## config.mk

```make
export PLATFORM = sky130hd
export DESIGN_NAME = mips_multicycle_core
export DESIGN_NICKNAME = d
export VERILOG_FILES = /design/src/rtl/mips_multicycle_core.sv
export SDC_FILE = /design/constraint.sdc
export NUM_CORES = 1
export LEC_CHECK = 0
export BUFFER_PORTS_ARGS = -buffer_cell sky130_fd_sc_hd__clkbuf_2
export CORE_ASPECT_RATIO = 1.5
export CORE_MARGIN = 2
export CORE_UTILIZATION = 40
export CTS_BUF_LIST = sky130_fd_sc_hd__clkbuf_8 sky130_fd_sc_hd__clkbuf_16
export CTS_CLUSTER_DIAMETER = 80
export DETAILED_ROUTE_END_ITERATION = 8
export SLEW_MARGIN = 25
export SYNTH_ARGS = -nofsm -noshare
export SYNTH_HDL_FRONTEND = slang
export SYNTH_SLANG_ARGS = --single-unit
```

## constraint.sdc

```tcl
create_clock -name clock -period 3.36 [get_ports clock]
set_input_delay 0.168 -clock clock [delete_from_list [all_inputs] [get_ports clock]]
set_output_delay 0.168 -clock clock [all_outputs]
set_load 0.03 [all_outputs]
```

## src/rtl/mips_multicycle_core.sv

```systemverilog
// Multi-cycle MIPS-subset core: fetch/decode/execute/memory/write-back FSM with start/halt
// control, beq/j, lw/sw and an illegal-instruction pulse.
module mips_multicycle_core #(
   parameter int unsigned DATA_W    = 32,
   parameter int unsigned REG_COUNT = 8,
   parameter int unsigned PC_W      = 16
) (
   input  logic              clock,
   input  logic              rst_n,
   input  logic              start,
   output logic [PC_W-1:0]   i_addr,
   input  logic [31:0]       i_datain,
   output logic [DATA_W-1:0] d_addr,
   output logic [DATA_W-1:0] d_dataout,
   output logic              d_we,
   input  logic [DATA_W-1:0] d_datain,
   output logic              busy,
   output logic              halted,
   output logic              illegal
);
   localparam int unsigned IDX_W = (REG_COUNT > 1) ? $clog2(REG_COUNT) : 1;

   localparam logic [5:0] OpR    = 6'h00;
   localparam logic [5:0] OpJ    = 6'h02;
   localparam logic [5:0] OpBeq  = 6'h04;
   localparam logic [5:0] OpAddi = 6'h08;
   localparam logic [5:0] OpLw   = 6'h23;
   localparam logic [5:0] OpSw   = 6'h2B;
   localparam logic [5:0] FnAdd  = 6'h20;
   localparam logic [5:0] FnSub  = 6'h22;
   localparam logic [5:0] FnAnd  = 6'h24;
   localparam logic [5:0] FnOr   = 6'h25;
   localparam logic [5:0] FnXor  = 6'h26;
   localparam logic [5:0] FnSlt  = 6'h2A;

   typedef enum logic [2:0] {StIdle, StFetch, StDecode, StExec, StMem, StWb, StHalt} state_e;

   state_e              state_q;
   logic [PC_W-1:0]     pc_q;
   logic [31:0]         ir_q;
   logic [DATA_W-1:0]   a_q, b_q, imm_q, alu_q, mdr_q;
   logic [DATA_W-1:0]   gr_q [REG_COUNT];
   logic [DATA_W-1:0]   d_addr_q, d_dataout_q;
   logic                d_we_q, busy_q, halted_q, illegal_q;

   logic [5:0]          op, funct;
   logic [IDX_W-1:0]    rs_idx, rt_idx, rd_idx, wb_idx;
   logic                legal;
   logic [DATA_W-1:0]   alu_res;
   logic [PC_W-1:0]     br_off, br_tgt, j_tgt;

   always_comb begin
      op      = ir_q[31:26];
      funct   = ir_q[5:0];
      rs_idx  = ir_q[21 +: IDX_W];
      rt_idx  = ir_q[16 +: IDX_W];
      rd_idx  = ir_q[11 +: IDX_W];
      wb_idx  = (op == OpR) ? rd_idx : rt_idx;
      legal   = (op == OpR) ? (funct inside {FnAdd, FnSub, FnAnd, FnOr, FnXor, FnSlt})
                            : (op inside {OpAddi, OpLw, OpSw, OpBeq, OpJ});
      alu_res = a_q + imm_q;
      if (op == OpR) begin
         case (funct)
            FnAdd:   alu_res = a_q + b_q;
            FnSub:   alu_res = a_q - b_q;
            FnAnd:   alu_res = a_q & b_q;
            FnOr:    alu_res = a_q | b_q;
            FnXor:   alu_res = a_q ^ b_q;
            FnSlt:   alu_res = DATA_W'($signed(a_q) < $signed(b_q));
            default: alu_res = '0;
         endcase
      end
      // Branch offset is relative to the already-incremented PC.
      br_off = PC_W'($signed(imm_q));
      br_tgt = pc_q + (br_off << 2);
      j_tgt  = (pc_q & ~PC_W'(28'hFFF_FFFF)) | PC_W'({ir_q[25:0], 2'b00});
   end

   always_ff @(posedge clock or negedge rst_n) begin
      if (!rst_n) begin
         state_q     <= StIdle;
         pc_q        <= '0;
         ir_q        <= '0;
         a_q         <= '0;
         b_q         <= '0;
         imm_q       <= '0;
         alu_q       <= '0;
         mdr_q       <= '0;
         d_addr_q    <= '0;
         d_dataout_q <= '0;
         d_we_q      <= 1'b0;
         busy_q      <= 1'b0;
         halted_q    <= 1'b0;
         illegal_q   <= 1'b0;
         for (int i = 0; i < int'(REG_COUNT); i++) gr_q[i] <= '0;
      end else begin
         illegal_q <= 1'b0;
         case (state_q)
            StIdle: begin
               if (start) begin
                  state_q <= StFetch;
                  busy_q  <= 1'b1;
               end
            end
            StFetch: begin
               ir_q    <= i_datain;
               pc_q    <= pc_q + PC_W'(4);
               state_q <= StDecode;
            end
            StDecode: begin
               a_q   <= gr_q[rs_idx];
               b_q   <= gr_q[rt_idx];
               imm_q <= DATA_W'($signed(ir_q[15:0]));
               if (ir_q == 32'hFFFF_FFFF) begin
                  state_q  <= StHalt;
                  busy_q   <= 1'b0;
                  halted_q <= 1'b1;
               end else begin
                  state_q   <= StExec;
                  illegal_q <= ~legal;
               end
            end
            StExec: begin
               state_q <= StFetch;
               if (legal) begin
                  case (op)
                     OpR, OpAddi: begin
                        alu_q   <= alu_res;
                        state_q <= StWb;
                     end
                     OpLw: begin
                        d_addr_q <= alu_res;
                        state_q  <= StMem;
                     end
                     OpSw: begin
                        d_addr_q    <= alu_res;
                        d_dataout_q <= b_q;
                        d_we_q      <= 1'b1;
                        state_q     <= StMem;
                     end
                     OpBeq:   if (a_q == b_q) pc_q <= br_tgt;
                     OpJ:     pc_q <= j_tgt;
                     default: ;
                  endcase
               end
            end
            StMem: begin
               d_addr_q    <= '0;
               d_dataout_q <= '0;
               d_we_q      <= 1'b0;
               if (op == OpLw) begin
                  mdr_q   <= d_datain;
                  state_q <= StWb;
               end else begin
                  state_q <= StFetch;
               end
            end
            StWb: begin
               // gr_q[0] is never written, so it always reads zero.
               if (wb_idx != '0) gr_q[wb_idx] <= (op == OpLw) ? mdr_q : alu_q;
               state_q <= StFetch;
            end
            StHalt:  state_q <= StHalt;
            default: state_q <= StIdle;
         endcase
      end
   end

   assign i_addr    = pc_q;
   assign d_addr    = d_addr_q;
   assign d_dataout = d_dataout_q;
   assign d_we      = d_we_q;
   assign busy      = busy_q;
   assign halted    = halted_q;
   assign illegal   = illegal_q;

endmodule

```

# --- After elaboration in Yosys (flattened, before gate mapping) ---
# Cells that the tools add are included.
totals:
  rom_bits: 0
  reg_bits: 519
  ram_bits: 0
  in_bits: 67
  memories: 0
  latch_bits: 0
classes:
  muxes: 38
  n_bitwise: 7
  order_cmp: 5
  n_reduce_logical: 19
  n_addsub: 5
  eq_ne: 26
  multipliers: 0
  n_shift: 0
  div_mod_pow: 0
ops:
  columns: ["operator", "count"]
  rows:
  - ["two-way mux 32 bit", 11]
  - ["bitwise mux 256 bit", 1]
  - ["binary-select mux 32 bit (select 3 bit)", 2]
  - ["one-hot mux 32 bit (6 select lines)", 1]
  - ["one-hot mux 32 bit (2 select lines)", 2]
  - ["demux 32 bit (select 3 bit)", 1]
  - ["adder 32 bit", 2]
  - ["one-hot mux 16 bit (2 select lines)", 2]
  - ["== test 6 bit (second input constant)", 8]
  - ["AND 32 bit", 1]
  - ["== test 32 bit", 1]
  - ["== test 32 bit (second input constant)", 1]
  - ["less-than comparator 32 bit", 1]
  - ["two-way mux 16 bit", 2]
  - ["bitwise OR 32 bit", 1]
  - ["subtractor 32 bit", 1]
  - ["XOR 32 bit", 1]
  - ["one-hot mux 3 bit (7 select lines)", 1]
  - ["adder 16 bit", 1]
  - ["adder 16 x 3 -> 16 bit (second input constant)", 1]
  - ["two-way mux 3 bit", 5]
  - ["greater-or-equal comparator 4 bit (second input constant)", 3]
  - ["inverter 3 -> 4 bit", 3]
  - ["AND reduction 3 bit", 4]
  - ["other kinds (23)", 43]

# --- Longest topological paths before layout ---
# Gate-level depths: netlist of run 1.
depth:
  ltp_word: 8
  mapped_depth: 14

# --- Least setup slack after synthesis of run 1 ---
# Ideal clock, no wire load.
synth_timing:
  kind: "reg2reg"
  start: "register a_q[1]"
  end: "register alu_q[15]"
  required_time_ns: 3.227
  slack_ns: 0.261
  stages_incl_launch_ff: 13
  setup_ns: 0.133
  path_buffers: 0
  arrival_ns: 2.966
  path_cell_list: "dfrtp_1 -> inv_1 -> ha_1 -> o21ba_1 -> or4_1 -> a2111oi_2 -> o31ai_1 -> a21oi_2 -> o211ai_1 -> a32o_1 -> a211o_1 -> o22ai_1 -> o31ai_1"
synth_between:
  elab_chain_cells: 3
synth_rtl:
  columns: ["item", "line_no", "source"]
  rows:
  - ["start, declared", "41", "logic [DATA_W-1:0] a_q, b_q, imm_q, alu_q, mdr_q;"]
  - ["start signal, assigned", "111", "a_q <= gr_q[rs_idx];"]
  - ["subtractor 32 bit or adder 32 bit (tied branches)", "65, 64", null]
  - ["one-hot mux 32 bit (6 select lines)", "63", "case (funct)"]
  - ["two-way mux 32 bit *", "62", "if (op == OpR) begin"]
  - ["end signal, assigned", "128", "alu_q <= alu_res;"]
  - ["end, declared", "41", null]
# Every way passes the cells marked *; elsewhere a longest branch is shown, timed or not.
# A chain may end at the register's enable or synchronous reset.

# --- Worst setup path after layout of run 1 ---
layout_timing:
  start: "register a_q[1]"
  end: "register alu_q[17]"
# Same word-level chain as after synthesis.

==> impl_metrics.tcl, run 1 <==
set metrics [dict create \
    cts_tree "yes" \
    ys_ff_latch 517 \
    synth-edff-count 0 \
    status "finished clean" \
    power.density_mw_per_mm2 1040 \
    fin_crit_sh_pct 99.0 \
    drt_wl_total_um 103000 \
    p_leak_nw 16.1 \
    start_kind "flip-flop" \
    worst_setup_path_end_kind "flip-flop" \
    synth_area_leaders "dfrtp_1 (42%), mux4_2 (9.4%), ha_1 (6.0%)" \
    yosysUniqueCellTypes 88 \
    max_stage_delay_ns 0.44 \
    core_sq_mm 0.0760 \
    drv_cap 0 \
    yosys_warnings 0 \
    cp_data_required_time_ns 3.87 \
    ir_drop_mv 0.663 \
    power.total_mw 37.4 \
    gp_congestion 1.03 \
    timing.rr.end "alu_q[17]$_DFFE_PN0P_" \
    die_x_um 230 \
    drt_iter0_markers 2461 \
    r2r_start "a_q[1]$_DFFE_PN0P_" \
    min_period_ns 3.33 \
    dp_slack_ns -0.0164 \
    syn_area_sq_mm 0.0306 \
    synth_top_area_share_pct 42.3 \
    critPathMaxFanout 5 \
    yosysMostFrequentCell "dfrtp_1" \
    overflow 0 \
    dr_total_vias 25800 \
    fin_skew_ns 0.0239 \
    io_pins 151 \
    rows 124 \
    worstPathArrival_ns 3.84 \
    final_core_utilization_pct 47.5 \
    dpl_cell_area_sq_mm 0.0335 \
    ys.flop_type "dfrtp_1" \
    synth_largest_area_cell "dfrtp_1" \
    worst_slew_pin_slew_ns 0.926 \
    fp.dieH_um 343 \
    fmax_ghz 0.301 \
    r2r_slack_ns 0.03 \
    rsz0062_at_grt "true" \
    diodes 0 \
    layout_setup_ws_ns 0.0327 \
    firstDrtPassIters 6 \
    start_util_pct 40.3 \
    maxSlewViolCount 0 \
    die_area_sq_mm 0.0788 \
    report.final.hold_viol_count 0 \
    worstPathCellList "buf_4 -> ha_2 -> a211oi_2 -> o21ai_1 -> or3_4 -> a311o_1 -> a221oi_2 -> o31ai_2 -> a31oi_1 -> xnor2_1 -> a2111oi_2 -> nor2_1" \
    grt_max_degree 83 \
    drc 0 \
    antenna_found_initial 0 \
    hold_path_class "in2async" \
    cp_slowest_cell "dfrtp_2" \
    clock_latency_ns 0.64 \
    finalSetupViolCount 0 \
    synthTopCellsByCount "dfrtp_1 (517), nand2_1 (367), nor2_1 (351)" \
    track_usage_pct 26.0 \
    reg2reg_depth 12 \
    final_antenna_net_count 0 \
    syn_inst 3210 \
    clk_pin_slew_ns 0.06 \
    hpwlAfterDp_um 73700 \
    numCtsBuffers 51 \
    area_growth_pct 18.0 \
    grt_pass1_wl_um 157000 \
    crit_type "reg2reg" \
    crit_start "a_q[1]$_DFFE_PN0P_" \
    routed_via_density 5.77 \
    cts.sinks 517 \
    synth-seq-area-share_pct 42.3 \
    io_buffers 148 \
    cts.htree.levels 2 \
    synth.avg_cell_area_sq_um 9.54 \
    cts_buffer_depth 3 \
    endpoint "alu_q[17]$_DFFE_PN0P_" \
    slew-limit-headroom_pct 38.2 \
    cts_root_buf "clkbuf_16" \
    whs_ns 0.117 \
    drive_gt1_share_pct 20.7 \
    async_reset_ff_share_pct 100 \
    final_nets 3645 \
    wl_per_cell_um 23.0 \
    fin_area_sq_mm 0.0361 \
    grt_pass1_vias 25600 \
]
==> registers in the layout, indices dropped and copies added (netlist names) <==
register   cells
i_addr        14
busy           1
gr_q         256
imm_q         16
b_q           32
illegal        1
ir_q          32
alu_q         32
d_addr        32
d_we           1
d_dataout     32
state_q        3
a_q           32
halted         1
mdr_q         32
==> metrics by stage <==
step                      cells  setup TNS [ns]
after floorplan            3211               0
after global placement     4312               0
after detailed placement   4312         -0.0164
after CTS                  4471               0
after global routing       4474          -0.578
final                      4474               0
==> where the power goes <==
part           switching, mW  leakage (nW)  internal (mW)
sequential              1.59          6.90           7.61
clock                   2.63         0.908           3.37
combinational           13.5          8.27           8.73
==> cells by family after synthesis <==
logic type                 count (synthesis)  share of synthesized area [%]
DFF                                      517                           42.3
buffers and inverters                    364                           4.56
and+or+nand+nor                          947                           13.3
other                                      1                         0.0122
xor gates and xnor gates                  50                           1.43
AOI/OAI and AO/OA                        901                           17.5
adders and majority gates                152                           6.31
muxes                                    278                           14.6
==> what timing repair did <==
action | CTS | global route
endpoints found under the setup margin | 2 | 42
gates cloned | 0 | 0
endpoints found under the hold margin | 133 | 0
pin swaps | 1 | 13
buffers inserted | 0 | 3
hold buffers | 66 | 0
gates resized for setup | 3 | 45
==> per-layer routing <==
layer	track usage [%]	wire length, um	share of wire [%]	vias to the layer above
li1	-	-	-	11900
met5	0	0	0	-
met3	3.42	5950	5.8	294
met1	34.1	43000	42	12700
met2	42.9	48500	47	944
met4	11.9	5460	5.3	0
==> layout by cell type (no fill, tap or decap), drive strengths merged, types with 12 or more instances in the layout <==
master and n:
dfrtp 517, nand2 367, nor2 351, a21oi 301, o21ai 297, clkbuf 211, buf 204, ha 148
mux4 128, inv 121, mux2 78, mux2i 72, nand3 68, dlygate4sd3 66, a31oi 62, xnor2 35
a21o 32, nor3 31, a211oi 28, nand2b 22, o211ai 21, o31ai 19, nand4 17, o21a 16
o22ai 16, nor2b 16, xor2 15, nor4 15, o21bai 14, or3 12
==> layout make-up <==
type | instances | area [sq um]
well taps | 1008 | 1260
multi-input cells | 2330 | 16600
repair buffers | 417 | 3160
fillers | 7150 | 39900
inverters | 109 | 413
clock inverters | 29 | 284
flip-flops and latches | 517 | 13000
clock buffers | 64 | 1460
==> critical path: cells and delay by family (launching register included) <==
| family | cells | cell delay [ns] |
|---|---|---|
| AND/OR/NAND/NOR | 2 | 0.42 |
| AO/OA/AOI/OAI | 7 | 1.89 |
| adder cells (fa/ha/maj) | 1 | 0.20 |
| buffers and inverters | 1 | 0.16 |
| flip-flops | 1 | 0.44 |
| XOR/XNOR | 1 | 0.10 |
==> worst min-delay path by stage <==
stage,start,end,slack [ns],cells after the start
after CTS,rst_n,gr_q[227]$_DFFE_PN0P_,0.14,2
after global routing,rst_n,gr_q[227]$_DFFE_PN0P_,0.16,2
after detailed placement,rst_n,gr_q[3]$_DFFE_PN0P_,0.22,1
after floorplan,rst_n,a_q[0]$_DFFE_PN0P_,-0.13,0
after global placement,rst_n,gr_q[3]$_DFFE_PN0P_,0.23,1
final,rst_n,gr_q[227]$_DFFE_PN0P_,0.12,2
Power figures use the tool's default switching activity.
==> run 2, diff against run 1 <==
--- a/config.mk
+++ b/config.mk
@@ -12,6 +12,9 @@
 export CTS_BUF_LIST = sky130_fd_sc_hd__clkbuf_8 sky130_fd_sc_hd__clkbuf_16
 export CTS_CLUSTER_DIAMETER = 80
 export DETAILED_ROUTE_END_ITERATION = 8
+export GPL_TIMING_DRIVEN = 0
+export PLACE_DENSITY = 0.68
+export SETUP_SLACK_MARGIN = 0.2
 export SLEW_MARGIN = 25
 export SYNTH_ARGS = -nofsm -noshare
 export SYNTH_HDL_FRONTEND = slang
==> impl_metrics.tcl, run 2 (synthesis gave the netlist of run 1 again) <==
set metrics [dict create \
    antenna_found_initial 2 \
    cts_root_buf "clkbuf_16" \
    finalSetupViolCount 7 \
    cts.sinks 517 \
    worst_setup_path_end_kind "flip-flop" \
    report.final.hold_viol_count 0 \
    clock_latency_ns 0.65 \
    drt_iter0_markers 2458 \
    gp_congestion 1.07 \
    timing.rr.end "alu_q[17]$_DFFE_PN0P_" \
    numCtsBuffers 50 \
    overflow 0 \
    slew-limit-headroom_pct 33.6 \
    area_growth_pct 24.7 \
    dr_total_vias 27400 \
    drc 0 \
    io_buffers 148 \
    pwr-share-seq_pct 22.9 \
    maxSlewViolCount 0 \
    switching_share_pct 49.0 \
    drv_cap 0 \
    rsz0062_at_grt "true" \
    stdcell_count 4630 \
    power_frac_comb_pct 61.9 \
    finalSetupTns_ns -0.163 \
    reg2reg_depth 12 \
    drive_gt1_share_pct 26.0 \
    power.density_mw_per_mm2 1090 \
    fin_crit_sh_pct 102 \
    r2r_start "b_q[0]$_DFFE_PN0P_" \
    cts.htree.levels 2 \
    grt_pass1_wl_um 174000 \
    cp_data_required_time_ns 3.87 \
    rows 124 \
    die_area_sq_mm 0.0788 \
    p_int_mw 21.3 \
    final_antenna_net_count 0 \
    hpwlAfterDp_um 88500 \
    hold_path_class "in2async" \
    pwr-share-clk_pct 15.1 \
    routed_via_density 5.92 \
    clk_pin_slew_ns 0.07 \
    worstPathArrival_ns 3.95 \
    fin_skew_ns 0.0274 \
    firstDrtPassIters 6 \
    grt_max_degree 89 \
    status "finished, violations left" \
    final_common_cell "dfrtp_1" \
    final_cell_mix "dfrtp_1 (472), nand2_1 (365), nor2_1 (337)" \
    regMostFlops "gr_q" \
    power.total_mw 41.7 \
    p_sw_mw 20.4 \
    die_x_um 230 \
    grt_pass1_vias 27800 \
    critPathMaxFanout 3 \
    crit_type "reg2reg" \
    final_nets 3799 \
    fin_area_sq_mm 0.0382 \
    layout_setup_ws_ns -0.0734 \
    io_pins 151 \
    drt_wl_total_um 118000 \
    cts_buffer_depth 3 \
    fp.dieH_um 343 \
    violations "negative setup slack" \
    fmax_ghz 0.291 \
    start_kind "flip-flop" \
    ir_drop_mv 0.433 \
    r2r_slack_ns -0.07 \
    track_usage_pct 29.5 \
    dpl_cell_area_sq_mm 0.0329 \
    p_leak_nw 16.5 \
    start_util_pct 40.3 \
    cts_tree "yes" \
    worst_slew_pin_slew_ns 0.995 \
    largest_reg_flops 256 \
    min_period_ns 3.43 \
    core_sq_mm 0.0760 \
    dp.cells 4376 \
    wl_per_cell_um 25.5 \
]
[run 2: cell types whose count changed in the layout (fill, tap and decap cells not counted), sizes merged, moves of 2 or more]
cell,previous run,this run
buf,204,151
bufinv,4,8
clkbuf,211,411
clkdlybuf4s15,0,7
clkinvlp,2,4
inv,121,116
[run 2: power by group through the flow]
| stage | registers (mW) | clock network [mW] | logic (mW) |
|---|---|---|---|
| 3_3_place_gp | 9.57 | 0 | 20.0 |
| 6_report | 9.57 | 6.31 | 25.8 |
| 4_1_cts | 9.45 | 6.37 | 23.5 |
| 5_1_grt | 9.69 | 6.60 | 27.4 |
| 2_1_floorplan | 9.18 | 0 | 13.6 |
| 3_5_place_dp | 9.62 | 0 | 20.2 |
[run 2: cell type report]
class,count,area (sq um)
diodes,1,2.50
plain buffers,253,1270
clock buffers,63,1430
clock inverters,30,404
fillers,6965,37800
inverters,109,417
multi-input cells,2330,18000
flip-flops and latches,517,13000
well taps,1008,1260
repair buffers,319,2420
[run 2: worst max path at each step]
stage / start / endpoint / slack (ns) / cells after the start
2_1_floorplan: a_q[1]$_DFFE_PN0P_ / alu_q[15]$_DFFE_PN0P_ / 0.26 / 12
3_3_place_gp: rst_n / alu_q[30]$_DFFE_PN0P_ / -9.85 / 1
3_5_place_dp: a_q[4]$_DFFE_PN0P_ / alu_q[24]$_DFFE_PN0P_ / -0.98 / 13
4_1_cts: a_q[0]$_DFFE_PN0P_ / d_addr[18]$_DFFE_PN0P_ / -0.08 / 11
5_1_grt: b_q[0]$_DFFE_PN0P_ / alu_q[17]$_DFFE_PN0P_ / -0.12 / 12
6_report: b_q[0]$_DFFE_PN0P_ / alu_q[17]$_DFFE_PN0P_ / -0.07 / 12
[run 2: metal layers]
metal / vias up / global-route usage, % / share of wire (%)
met3: 383 / 5.05 / 6.2
met1: 13600 / 33.0 / 36
met5: - / 0 / 0
met2: 1167 / 51.6 / 49
met4: 0 / 19.7 / 8.1
li1: 12200 / - / -
[run 2: per-stage QoR]
stage	util (%)	hold slack (ns)	worst slack, ns
2_1_floorplan	-	-0.128	0.261
3_3_place_gp	42.9	0.386	-9.85
3_5_place_dp	43.2	0.0877	-0.982
4_1_cts	48.7	0.176	-0.0765
5_1_grt	50.2	0.203	-0.125
6_report	50.2	0.142	-0.0734
[run 2: repair_timing]
action,in CTS,in global routing
gates resized for setup,342,238
hold endpoints to repair,339,0
hold buffers,67,0
setup buffers,59,36
pin swaps,79,91
setup endpoints to repair,353,377
[run 2: critical path, stage by stage, from the launching register on]
cell and delay [ns]:
dfrtp_2 0.49, ha_4 0.22, buf_6 0.15, a211oi_4 0.33
o21ai_2 0.14, or3_4 0.36, a311o_1 0.36, a221oi_4 0.38
o31ai_4 0.08, a31oi_1 0.19, xnor2_1 0.10, a2111oi_2 0.41
nor2_1 0.09
